`src/rtl/rsa_job_ctrl.sv`:
```
// rtl/rsa_job_ctrl.sv - modexp job controller: accept, Montgomery constant precompute, run core, respond
// Optional feature macro: RSA_TIMEOUT_EN (RUN-state abort after TIMEOUT_CYCLES).
module rsa_job_ctrl #(
  parameter int WIDTH          = 8,
  parameter int TIMEOUT_CYCLES = 4096
) (
  input  logic             clk,
  input  logic             rstb,
  input  logic             req_valid,
  output logic             req_ready,
  input  logic [WIDTH-1:0] req_p,
  input  logic [WIDTH-1:0] req_e,
  input  logic [WIDTH-1:0] req_m,
  output logic             rsp_valid,
  input  logic             rsp_ready,
  output logic [WIDTH-1:0] rsp_c,
  output logic             rsp_err,
  output logic             core_en,
  output logic [WIDTH-1:0] core_p,
  output logic [WIDTH-1:0] core_e,
  output logic [WIDTH-1:0] core_m,
  output logic [WIDTH-1:0] core_const,
  input  logic [WIDTH-1:0] core_c,
  input  logic             core_eoc
);
  localparam int ITERS = 2 * (WIDTH + 2);
  localparam int IW    = $clog2(ITERS + 1);

  typedef enum logic [1:0] {IDLE, PRECOMP, RUN, RESP} state_t;

  state_t           state_q, state_d;
  logic [WIDTH-1:0] p_q, p_d, e_q, e_d, m_q, m_d;
  logic [WIDTH-1:0] r_q, r_d, const_q, const_d, c_q, c_d;
  logic             err_q, err_d;
  logic [IW-1:0]    it_q, it_d;

  // 2r never exceeds 2M-2, so the carry out of the shift plus the low bits decide t >= M,
  // and t - M always fits back into WIDTH bits.
  logic             dbl_carry;
  logic [WIDTH-1:0] dbl_low, r_next;
  assign dbl_carry = r_q[WIDTH-1];
  assign dbl_low   = {r_q[WIDTH-2:0], 1'b0};
  assign r_next    = (dbl_carry || (dbl_low >= m_q)) ? (dbl_low - m_q) : dbl_low;

`ifdef RSA_TIMEOUT_EN
  localparam int TW = $clog2(TIMEOUT_CYCLES + 1);
  logic [TW-1:0] tcnt_q, tcnt_d;
  logic          tmo_hit;
  assign tmo_hit = (tcnt_q == TW'(TIMEOUT_CYCLES - 1));
`endif

  always_comb begin
    state_d = state_q;
    p_d     = p_q;
    e_d     = e_q;
    m_d     = m_q;
    r_d     = r_q;
    const_d = const_q;
    c_d     = c_q;
    err_d   = err_q;
    it_d    = it_q;
`ifdef RSA_TIMEOUT_EN
    tcnt_d  = tcnt_q;
`endif
    unique case (state_q)
      IDLE: begin
        if (req_valid) begin
          p_d = req_p;
          e_d = req_e;
          m_d = req_m;
          if (!req_m[0] || (req_m < WIDTH'(3))) begin
            c_d     = '0;
            err_d   = 1'b1;
            state_d = RESP;
          end else if (req_e == '0) begin
            c_d     = WIDTH'(1);
            err_d   = 1'b0;
            state_d = RESP;
          end else begin
            r_d     = WIDTH'(1);
            it_d    = '0;
            state_d = PRECOMP;
          end
        end
      end
      PRECOMP: begin
        r_d  = r_next;
        it_d = it_q + IW'(1);
        if (it_q == IW'(ITERS - 1)) begin
          const_d = r_next;
          state_d = RUN;
`ifdef RSA_TIMEOUT_EN
          tcnt_d  = '0;
`endif
        end
      end
      RUN: begin
        if (core_eoc) begin
          c_d     = core_c;
          err_d   = 1'b0;
          state_d = RESP;
`ifdef RSA_TIMEOUT_EN
        end else if (tmo_hit) begin
          c_d     = '0;
          err_d   = 1'b1;
          state_d = RESP;
        end else begin
          tcnt_d  = tcnt_q + TW'(1);
`endif
        end
      end
      RESP: begin
        if (rsp_ready) state_d = IDLE;
      end
      default: state_d = IDLE;
    endcase
  end

  always_ff @(posedge clk or negedge rstb) begin
    if (!rstb) begin
      state_q <= IDLE;
      p_q     <= '0;
      e_q     <= '0;
      m_q     <= '0;
      r_q     <= '0;
      const_q <= '0;
      c_q     <= '0;
      err_q   <= 1'b0;
      it_q    <= '0;
`ifdef RSA_TIMEOUT_EN
      tcnt_q  <= '0;
`endif
    end else begin
      state_q <= state_d;
      p_q     <= p_d;
      e_q     <= e_d;
      m_q     <= m_d;
      r_q     <= r_d;
      const_q <= const_d;
      c_q     <= c_d;
      err_q   <= err_d;
      it_q    <= it_d;
`ifdef RSA_TIMEOUT_EN
      tcnt_q  <= tcnt_d;
`endif
    end
  end

  // Decoded straight from state so reset drops core_en without waiting for a clock.
  assign req_ready  = (state_q == IDLE);
  assign rsp_valid  = (state_q == RESP);
  assign core_en    = (state_q == RUN);
  assign rsp_c      = c_q;
  assign rsp_err    = err_q;
  assign core_p     = p_q;
  assign core_e     = e_q;
  assign core_m     = m_q;
  assign core_const = const_q;

endmodule
```
`config.mk`:
```
export PLATFORM = sky130hd
export DESIGN_NAME = rsa_job_ctrl
export DESIGN_NICKNAME = d
export VERILOG_FILES = /design/src/rtl/rsa_job_ctrl.sv
export SDC_FILE = /design/constraint.sdc
export NUM_CORES = 1
export LEC_CHECK = 0
export ABC_AREA = 1
export BUFFER_PORTS_ARGS = -buffer_cell sky130_fd_sc_hd__buf_2
export CAP_MARGIN = 15
export CORE_UTILIZATION = 55
export DETAILED_ROUTE_END_ITERATION = 16
export PLACE_DENSITY = 0.86
export SYNTH_ARGS = -nofsm -noshare
export SYNTH_HDL_FRONTEND = slang
export SYNTH_SLANG_ARGS = --single-unit
```
`constraint.sdc`:
```
create_clock -name clk -period 2.9 [get_ports clk]
set_input_delay 0.58 -clock clk [delete_from_list [all_inputs] [get_ports clk]]
set_output_delay 0.58 -clock clk [all_outputs]
set_load 0.01 [all_outputs]
```
# Yosys cells after proc, flatten, opt, wreduce, memory -nomap -nowiden
# Cells that the tools add are included.
# classes
mux	26
n_eq_ne	11
order_cmp	2
n_reduce_logical	12
add_sub_neg	2
# op_table
operator	count
8-bit 2-to-1 mux	8
8-bit one-hot mux with 2 select lines	2
5-bit 2-to-1 mux	3
2-bit 2-to-1 mux	6
4-bit AND reduction	3
5-bit one-hot mux with 2 select lines	1
8-bit greater-or-equal comparator	1
8-bit logical NOT	1
8-bit by 2-bit less-than comparator with 1-bit output (second input constant)	1
2-bit inequality test (second input constant)	4
2-bit one-hot mux with 4 select lines	1
8-bit subtractor	1
5-bit by 1-bit adder with 5-bit output (second input constant)	1
5-bit == test (second input constant)	1
2-bit == test (second input constant)	2
1-bit 2-to-1 mux	4
2-bit by 1-bit inequality test with 1-bit output (second input constant)	2
2-bit AND reduction	2
2-bit nonzero test	2
3-bit by 1-bit inequality test with 1-bit output (second input constant)	1
2-bit by 1-bit == test with 1-bit output (second input constant)	1
2-bit logical NOT	1
1-bit logical OR	2
1-bit one-hot mux with 2 select lines	1
1-bit logical NOT	1
# totals
in_bits	37
ff_bits	56
wordCells	62

# Depth between registers and ports, before layout
# Gate-level depths: netlist of run 1.
# logic_depth
depth_word	5
mapped_depth	14

# Worst setup path before layout of run 1
# OpenSTA, ideal clock, no wires.
# synth_timing
path_kind	register -> register
startpoint	reg m_q[0], in the netlist core_m[0]
endpoint	reg r_q[6]
arrival_time_ns	1.549
slack_ns	1.234
period_less_slack_ns	1.666
stages_incl_launch_ff	12
path_cell_list	dfrtp_1 fa_1 inv_1 nand3_1 nand3_2 nand2_2 nand2_4 inv_4 nand2_1 nand2_1 nand2_1 nand2_1
# synth_via
elab_chain_len	4
# synth_lines
element	line_no	rtl
start: declaration	32	logic [WIDTH-1:0] p_q, p_d, e_q, e_d, m_q, m_d;
start signal: assignment	137	m_q <= m_d;
8-bit greater-or-equal comparator	43	assign r_next = (dbl_carry || (dbl_low >= m_q)) ? (dbl_low - m_q) : dbl_low;
1-bit logical OR	43	
8-bit 2-to-1 mux (*)	43	
8-bit one-hot mux with 2 select lines (*)	65	unique case (state_q)
end signal: assignment	138	r_q <= r_d;
end: declaration	33	logic [WIDTH-1:0] r_q, r_d, const_q, const_d, c_q, c_d;
# Mark *: on every way between the ends. The rest lies on a longest branch, timed or not.
# A chain may end at the register's enable or synchronous reset.

# Final worst setup path of run 1
# layout_timing
startpoint	reg state_q[0]
endpoint	out core_en
# layout_via
elab_chain_len	1
# layout_lines
element	line_no	rtl
start: declaration	31	state_t state_q, state_d;
start signal: assignment	134	state_q <= state_d;
2-bit == test	152	assign core_en = (state_q == RUN);
end: declaration	18	output logic core_en,
# No other way between the ends.

==> results of run 1 <==
-- metal layers --
layer	vias up	track usage, %	wire, um
met5	-	0	0
met4	0	7.41	74
met3	8	5.03	311
met2	73	44.4	3160
met1	1206	29.1	2750
li1	1362	-	-
-- cell usage after synthesis --
master / n / area (um^2)
nand2_1: 174 / 653
dfrtp_1: 56 / 1400
inv_1: 38 / 143
nor2_1: 20 / 75.1
nand3_1: 16 / 80.1
o21ai_0: 16 / 80.1
ha_1: 13 / 163
nand4_1: 13 / 81.3
inv_2: 6 / 22.5
buf_2: 5 / 25.0
o21ai_1: 5 / 25.0
xor2_1: 5 / 43.8
a21oi_1: 3 / 15.0
a21oi_2: 2 / 17.5
nand3_2: 2 / 20.0
nor2_2: 2 / 12.5
buf_1: 1 / 3.75
buf_4: 1 / 7.51
buf_6: 1 / 11.3
clkbuf_1: 1 / 3.75
fa_1: 1 / 20.0
inv_4: 1 / 6.26
nand2_2: 1 / 6.26
nand2_4: 1 / 11.3
nand3_4: 1 / 17.5
nor2_4: 1 / 11.3
o22ai_1: 1 / 6.26
xnor2_1: 1 / 8.76
-- power breakdown --
part	total (W)	switching (W)	internal (W)
Combinational	0.00216	0.00138	0.000773
Sequential	0.00124	0.000185	0.00106
Clock	0.000424	0.000252	0.000172
Total	0.00383	0.00182	0.00201
-- logic make-up after synthesis --
kind of cell / count (synthesis)
AOI/OAI and AO/OA: 27
xor gates and xnor gates: 6
adders and majority gates: 14
buffers and inverters: 54
DFF: 56
and+or+nand+nor: 231
-- cell type report --
| class | instances | area, um^2 | area share (%) |
|---|---|---|---|
| Multi-Input combinational cell | 278 | 1350 | 38.4 |
| Clock buffer | 6 | 72.6 | 2.07 |
| Timing Repair Buffer | 82 | 415 | 11.8 |
| Inverter | 45 | 171 | 4.88 |
| Sequential cell | 56 | 1400 | 39.9 |
| Tap cell | 70 | 87.6 | 2.49 |
| Clock inverter | 2 | 16.3 | 0.463 |
-- worst max-delay path: stages, from the launching register on --
cell,delay (ns)
dfrtp_1,0.42
inv_1,0.10
ha_1,0.42
buf_2,0.21
-- metrics by stage --
stage	cells	area (um^2)	hold WS, ns
2_1_floorplan	388	2970	0.284
3_3_place_gp	531	3420	0.456
3_5_place_dp	531	3420	0.461
4_1_cts	539	3510	0.405
5_1_grt	539	3510	0.449
6_report	539	3510	0.373
-- worst max path at each step --
stage,from,endpoint,slack [ns]
6_report,state_q[0],core_en,0.86
5_1_grt,state_q[1],core_m[7],0.80
4_1_cts,state_q[0],core_en,0.85
3_5_place_dp,req_m[6],rsp_c[7],0.89
3_3_place_gp,req_m[5],rsp_c[2],0.99
2_1_floorplan,core_m[0],r_q[6],1.23
-- flip-flops by register name, indices dropped and copies added, names as in the netlist --
signal and cells:
it_q 5, rsp_c 8, core_e 8, core_p 8, core_const 8, rsp_err 1
state_q 2, r_q 8, core_m 8
==> summary.md, run 1 <==
| Metric | Value |
|---|---|
| CP Data Required Time | 2.32 ns |
| Final worst-path setup slack | 0.859 ns |
| VDD IR-drop max | 733 uV |
| Hold Crit Class | in -> async |
| I/O pin total | 81 |
| Antenna viol nets, final | 0 |
| Most frequent cells in the layout | 174 x nand2_1, 80 x buf_2, 56 x dfrtp_1, 38 x inv_1, 20 x nor2_1 |
| DP Worst Slack | 0.890 ns |
| Core Util, Final | 68.3% |
| Final WL | 6290 um |
| Setup Crit Path Kind | reg -> out |
| Fmax | 490 MHz |
| Worst-Margin Slew | 0.692 ns |
| CTS resizes | 0 |
| RSZ-0062 raised after global routing | false |
| Routability congestion estimate | 0.848 |
| Largest family of logic cells by synthesized area | simple AND/OR/NAND/NOR gates |
| Commonest non-fill, non-tap cell in the layout | nand2_1 |
| First-pass GRT wire length | 10,500 um |
| Crit path capture type | primary output |
| TritonCTS clock tree | done |
| Number of DRC markers in iteration 0 | 161 |
| Design Power | 0.00383 W |
| Initial antenna violation count | 0 |
| DRC | 0 |
| FF+latch count, synth | 56 |
| Synth Area in XOR/XNOR | 1.77% |
| H-tree levels | 2 |
| Initial Util | 57.8% |
| Syn Nets | 439 |
| Cell count after synthesis | 388 |
| Skew final | 0.0134 ns |
| Site Rows | 26 |
| Simple-gate share of the synthesized area | 32.6% |
| R2R Setup Slk | 0.99 ns |
| Via/cell ratio | 4.91 |
| PD cells | 1090 mW/mm^2 |
| NumNets Final | 519 |
| Status | completed |
| Crit-path max FO | 12 |
| Cell Area, Synth | 0.00297 mm^2 |
| Number of global-route vias before repair | 2,489 |
| CTS sink count | 56 |
| Post-synthesis mux area share | 0% |
| Root Driver | clkbuf_8 |
| Largest net degree at the start of global routing | 57 |
| Final Setup Violations | 0 |
| Diode count | 0 |
| Drt first pass iters | 5 |
| Area grow syn2layout | 18.2% |
| # Max-Cap Violations | 0 |
| # Post-CTS Setup Buffers | 0 |
| Reg-to-reg endpoint | core_m[7] |
| Sequential-to-total area share from yosys stat | 47.2% |
| Startpoint Class | register |
| Die height | 75.5 um |
| Slew Limit Fails | 0 |
| Floorplan core area | 0.00514 mm^2 |
| Clock Latency Late Sink | 0.31 ns |
| HPWL after detailed placement | 4850 um |
| GR Util All Layers | 24.4% |
| Routed WL per cell | 11.7 um |
| Count of port buffers added during placement | 80 |
| Synth Warn # | 0 |
| TritonCTS buffer count | 5 |
| Setup TNS | 0 ns |
| Clk slew on worst S/H paths | 0.10 ns |
| Layout cell share with drive strength beyond 1 | 22.6% |
| Final Hold Viols | 0 |
| Hold_buf cts | 0 |
| Gr ovfl total | 0 |
| Reg2reg start | state_q[1] |
| Adder-Cell Fraction of Synth Area | 6.15% |
| Die ar. | 0.00570 mm^2 |
| Worst relative slew slack | 53.9% |
| Max Buffers Root-to-Sink | 2 |
| Yosys cell types | 28 |
| Chip Width | 75.5 um |
| Fillcell total | 446 |
| Syn Area/Cell | 7.66 um^2 |
| Complex-gate fraction of the synthesized area | 4.84% |
| Reg2reg path depth | 6 |
| Min cycle time layout | 2.04 ns |
| Arr. time, crit path | 1.46 ns |
| Leakage | 2.08 nW |
| Vias | 2,649 |
| Tcrit/Tclk final | 70.4% |
Note: power is estimated with default switching activity, not from simulation.
==> run 2, diff against run 1 <==
Settings changed: CORE_UTILIZATION 55 to 52, PLACE_DENSITY 0.86 to 0.82.
Clock period 2.9 ns to 2 ns, I/O delays scaled along.
==> summary.md, run 2 (synthesis gave the netlist of run 1 again) <==
| Metric | Value |
|---|---|
| CTS resizes | 0 (unchanged) |
| Cell Count, Final, Fillers Out | 544 (+0.93%) |
| Routability congestion estimate | 0.855 (+0.88%) |
| CP Data Required Time | 2.20 ns (-0.12 ns) |
| Tcrit/Tclk final | 90.7% |
| Worst relative slew slack | 64.7% (+11 points) |
| Fmax | 551 MHz |
| Gr ovfl total | 0 (unchanged) |
| Placed inst area | 0.00347 mm^2 (+1.3%) |
| Die height | 77.6 um (+2.8%) |
| RSZ-0062 raised after global routing | false |
| Worst-Margin Slew | 0.529 ns (-0.162 ns) |
| DP Worst Slack | 0.202 ns (-0.688 ns) |
| Layout cell share with drive strength beyond 1 | 23.1% (+0.49 points) |
| Final WL | 6340 um (+0.75%) |
| Final Hold Viols | 0 (unchanged) |
| Vias | 2,678 (+1.1%) |
| Layer with the highest usage | met2 |
| Via/cell ratio | 4.92 (+0.17%) |
| Crit path capture type | register |
| Reg-to-reg endpoint | r_q[6] |
| NumNets Final | 523 (+0.77%) |
| Status | completed |
| H-tree levels | 2 (unchanged) |
| Setup TNS | 0 ns (unchanged) |
| R2R Setup Slk | 0.19 ns (-0.80 ns) |
| # Post-CTS Setup Buffers | 0 (unchanged) |
| CP endpoint | r_q[6] |
| Site Rows | 27 (+3.8%) |
| Post-route cell area | 0.00355 mm^2 (+0.96%) |
| Arr. time, crit path | 2.02 ns (+0.56 ns) |
| Hold Crit Class | in -> async |
| Final Setup Violations | 0 (unchanged) |
| Grt met2 use | 40.3% (-4.2 points) |
| Count of port buffers added during placement | 80 (unchanged) |
| GRT met3 Usage | 5.53% (+0.50 points) |
| VDD IR-drop max | 1000 uV (+37%) |
| Grt met1 use | 27.7% (-1.4 points) |
| Antenna viol nets, final | 0 (unchanged) |
| HPWL after detailed placement | 4960 um (+2.3%) |
| Chip Width | 77.6 um (+2.8%) |
| Number of global-route vias before repair | 2,652 (+6.5%) |
| Slew Limit Fails | 0 (unchanged) |
| Worst setup path start | core_m[0] |
| Initial antenna violation count | 0 (unchanged) |
| Final worst-path setup slack | 0.186 ns (-0.674 ns) |
| Number of DRC markers in iteration 0 | 123 (-24%) |
| Largest net degree at the start of global routing | 23 (-60%) |
| Root Driver | clkbuf_8 |
| Leakage | 2.11 nW (+1.1%) |
| # Max-Cap Violations | 0 (unchanged) |
| Floorplan core area | 0.00551 mm^2 (+7.1%) |
| Diode count | 0 (unchanged) |
| Initial Util | 54.0% (-3.8 points) |
| Hold_buf cts | 0 (unchanged) |
| Commonest non-fill, non-tap cell in the layout | nand2_1 |
| Startpoint Class | register |
| GR Util All Layers | 23.1% (-1.4 points) |
| TritonCTS clock tree | done |
| PD cells | 1570 mW/mm^2 (+44%) |
| DRC | 0 (unchanged) |
| Skew final | 0.00644 ns (-0.00695 ns) |
| First-pass GRT wire length | 11,100 um (+5.5%) |
| Design Power | 0.00556 W (+45%) |
| Crit-path max FO | 10 (-2) |
| Setup Crit Path Kind | reg -> reg |
| Placed Cells | 537 (+1.1%) |
| Min cycle time layout | 1.81 ns |
| Die ar. | 0.00602 mm^2 (+5.6%) |
| Most frequent cells in the layout | 174 x nand2_1, 80 x buf_2, 56 x dfrtp_1, 38 x inv_1, 20 x nor2_1 |
| Max Buffers Root-to-Sink | 2 (unchanged) |
| I/O pin total | 81 (unchanged) |
| Drt first pass iters | 4 (-1) |
| Clock Latency Late Sink | 0.31 ns (about the same) |
| TritonCTS buffer count | 5 (unchanged) |
| Clk slew on worst S/H paths | 0.09 ns (about the same) |
| Area grow syn2layout | 19.3% |
| Reg2reg path depth | 11 (+5) |
| Routed WL per cell | 11.7 um (-0.18%) |
| Reg2reg start | core_m[0] |
| CTS sink count | 56 (unchanged) |
run 2: cell count changes in the layout (fill, tap and decap cells not counted):
cell        change
buf_12          +1
buf_4           +3
clkinv_2        +1
clkinv_4        -1
clkinvlp_4      -1
run 2: cell type report:
class / instances / area [um^2]
multi-input combinational: 278 / 1350
sequential: 56 / 1400
timing repair buffer: 86 / 458
clock inverter: 1 / 5.00
tap: 72 / 90.1
inverter: 45 / 171
clock buffer: 6 / 72.6
fill: 492 / 1960
run 2: worst min path at each step:
stage,start,endpoint,cells after the start
6_report,rstb,core_m[7],1
5_1_grt,rstb,core_m[4],1
4_1_cts,rstb,core_m[6],1
3_5_place_dp,rstb,core_m[6],1
3_3_place_gp,rstb,core_m[6],1
2_1_floorplan,rstb,core_const[0],0
run 2: metrics by stage:
step | utilization [%] | hold WS (ns)
floorplan | - | 0.104
global placement | 63.0 | 0.404
detailed placement | 63.0 | 0.406
CTS | 64.4 | 0.0673
global route | 64.4 | 0.0850
finish | 64.4 | 0.0563
run 2: metal layers:
metal,routed length (um),vias up
met5,0,-
met4,87,0
met3,336,11
met2,3140,69
met1,2780,1224
li1,-,1374
run 2: worst max-delay path: stages (launching register included):
cell     delay, ns
dfrtp_1       0.44
fa_1          0.48
inv_1         0.10
nand3_1       0.10
nand3_2       0.10
nand2_2       0.06
nand2_4       0.12
inv_4         0.06
nand2_1       0.05
nand2_1       0.07
nand2_1       0.08
nand2_1       0.05
run 2: power by group:
group / internal (W) / total (W) / leakage (nW) / switching, W
registers: 0.00154 / 0.00180 / 0.729 / 0.000260
clock network: 0.000239 / 0.000588 / 0.0410 / 0.000348
logic: 0.00115 / 0.00317 / 1.34 / 0.00202
total: 0.00293 / 0.00556 / 2.11 / 0.00263
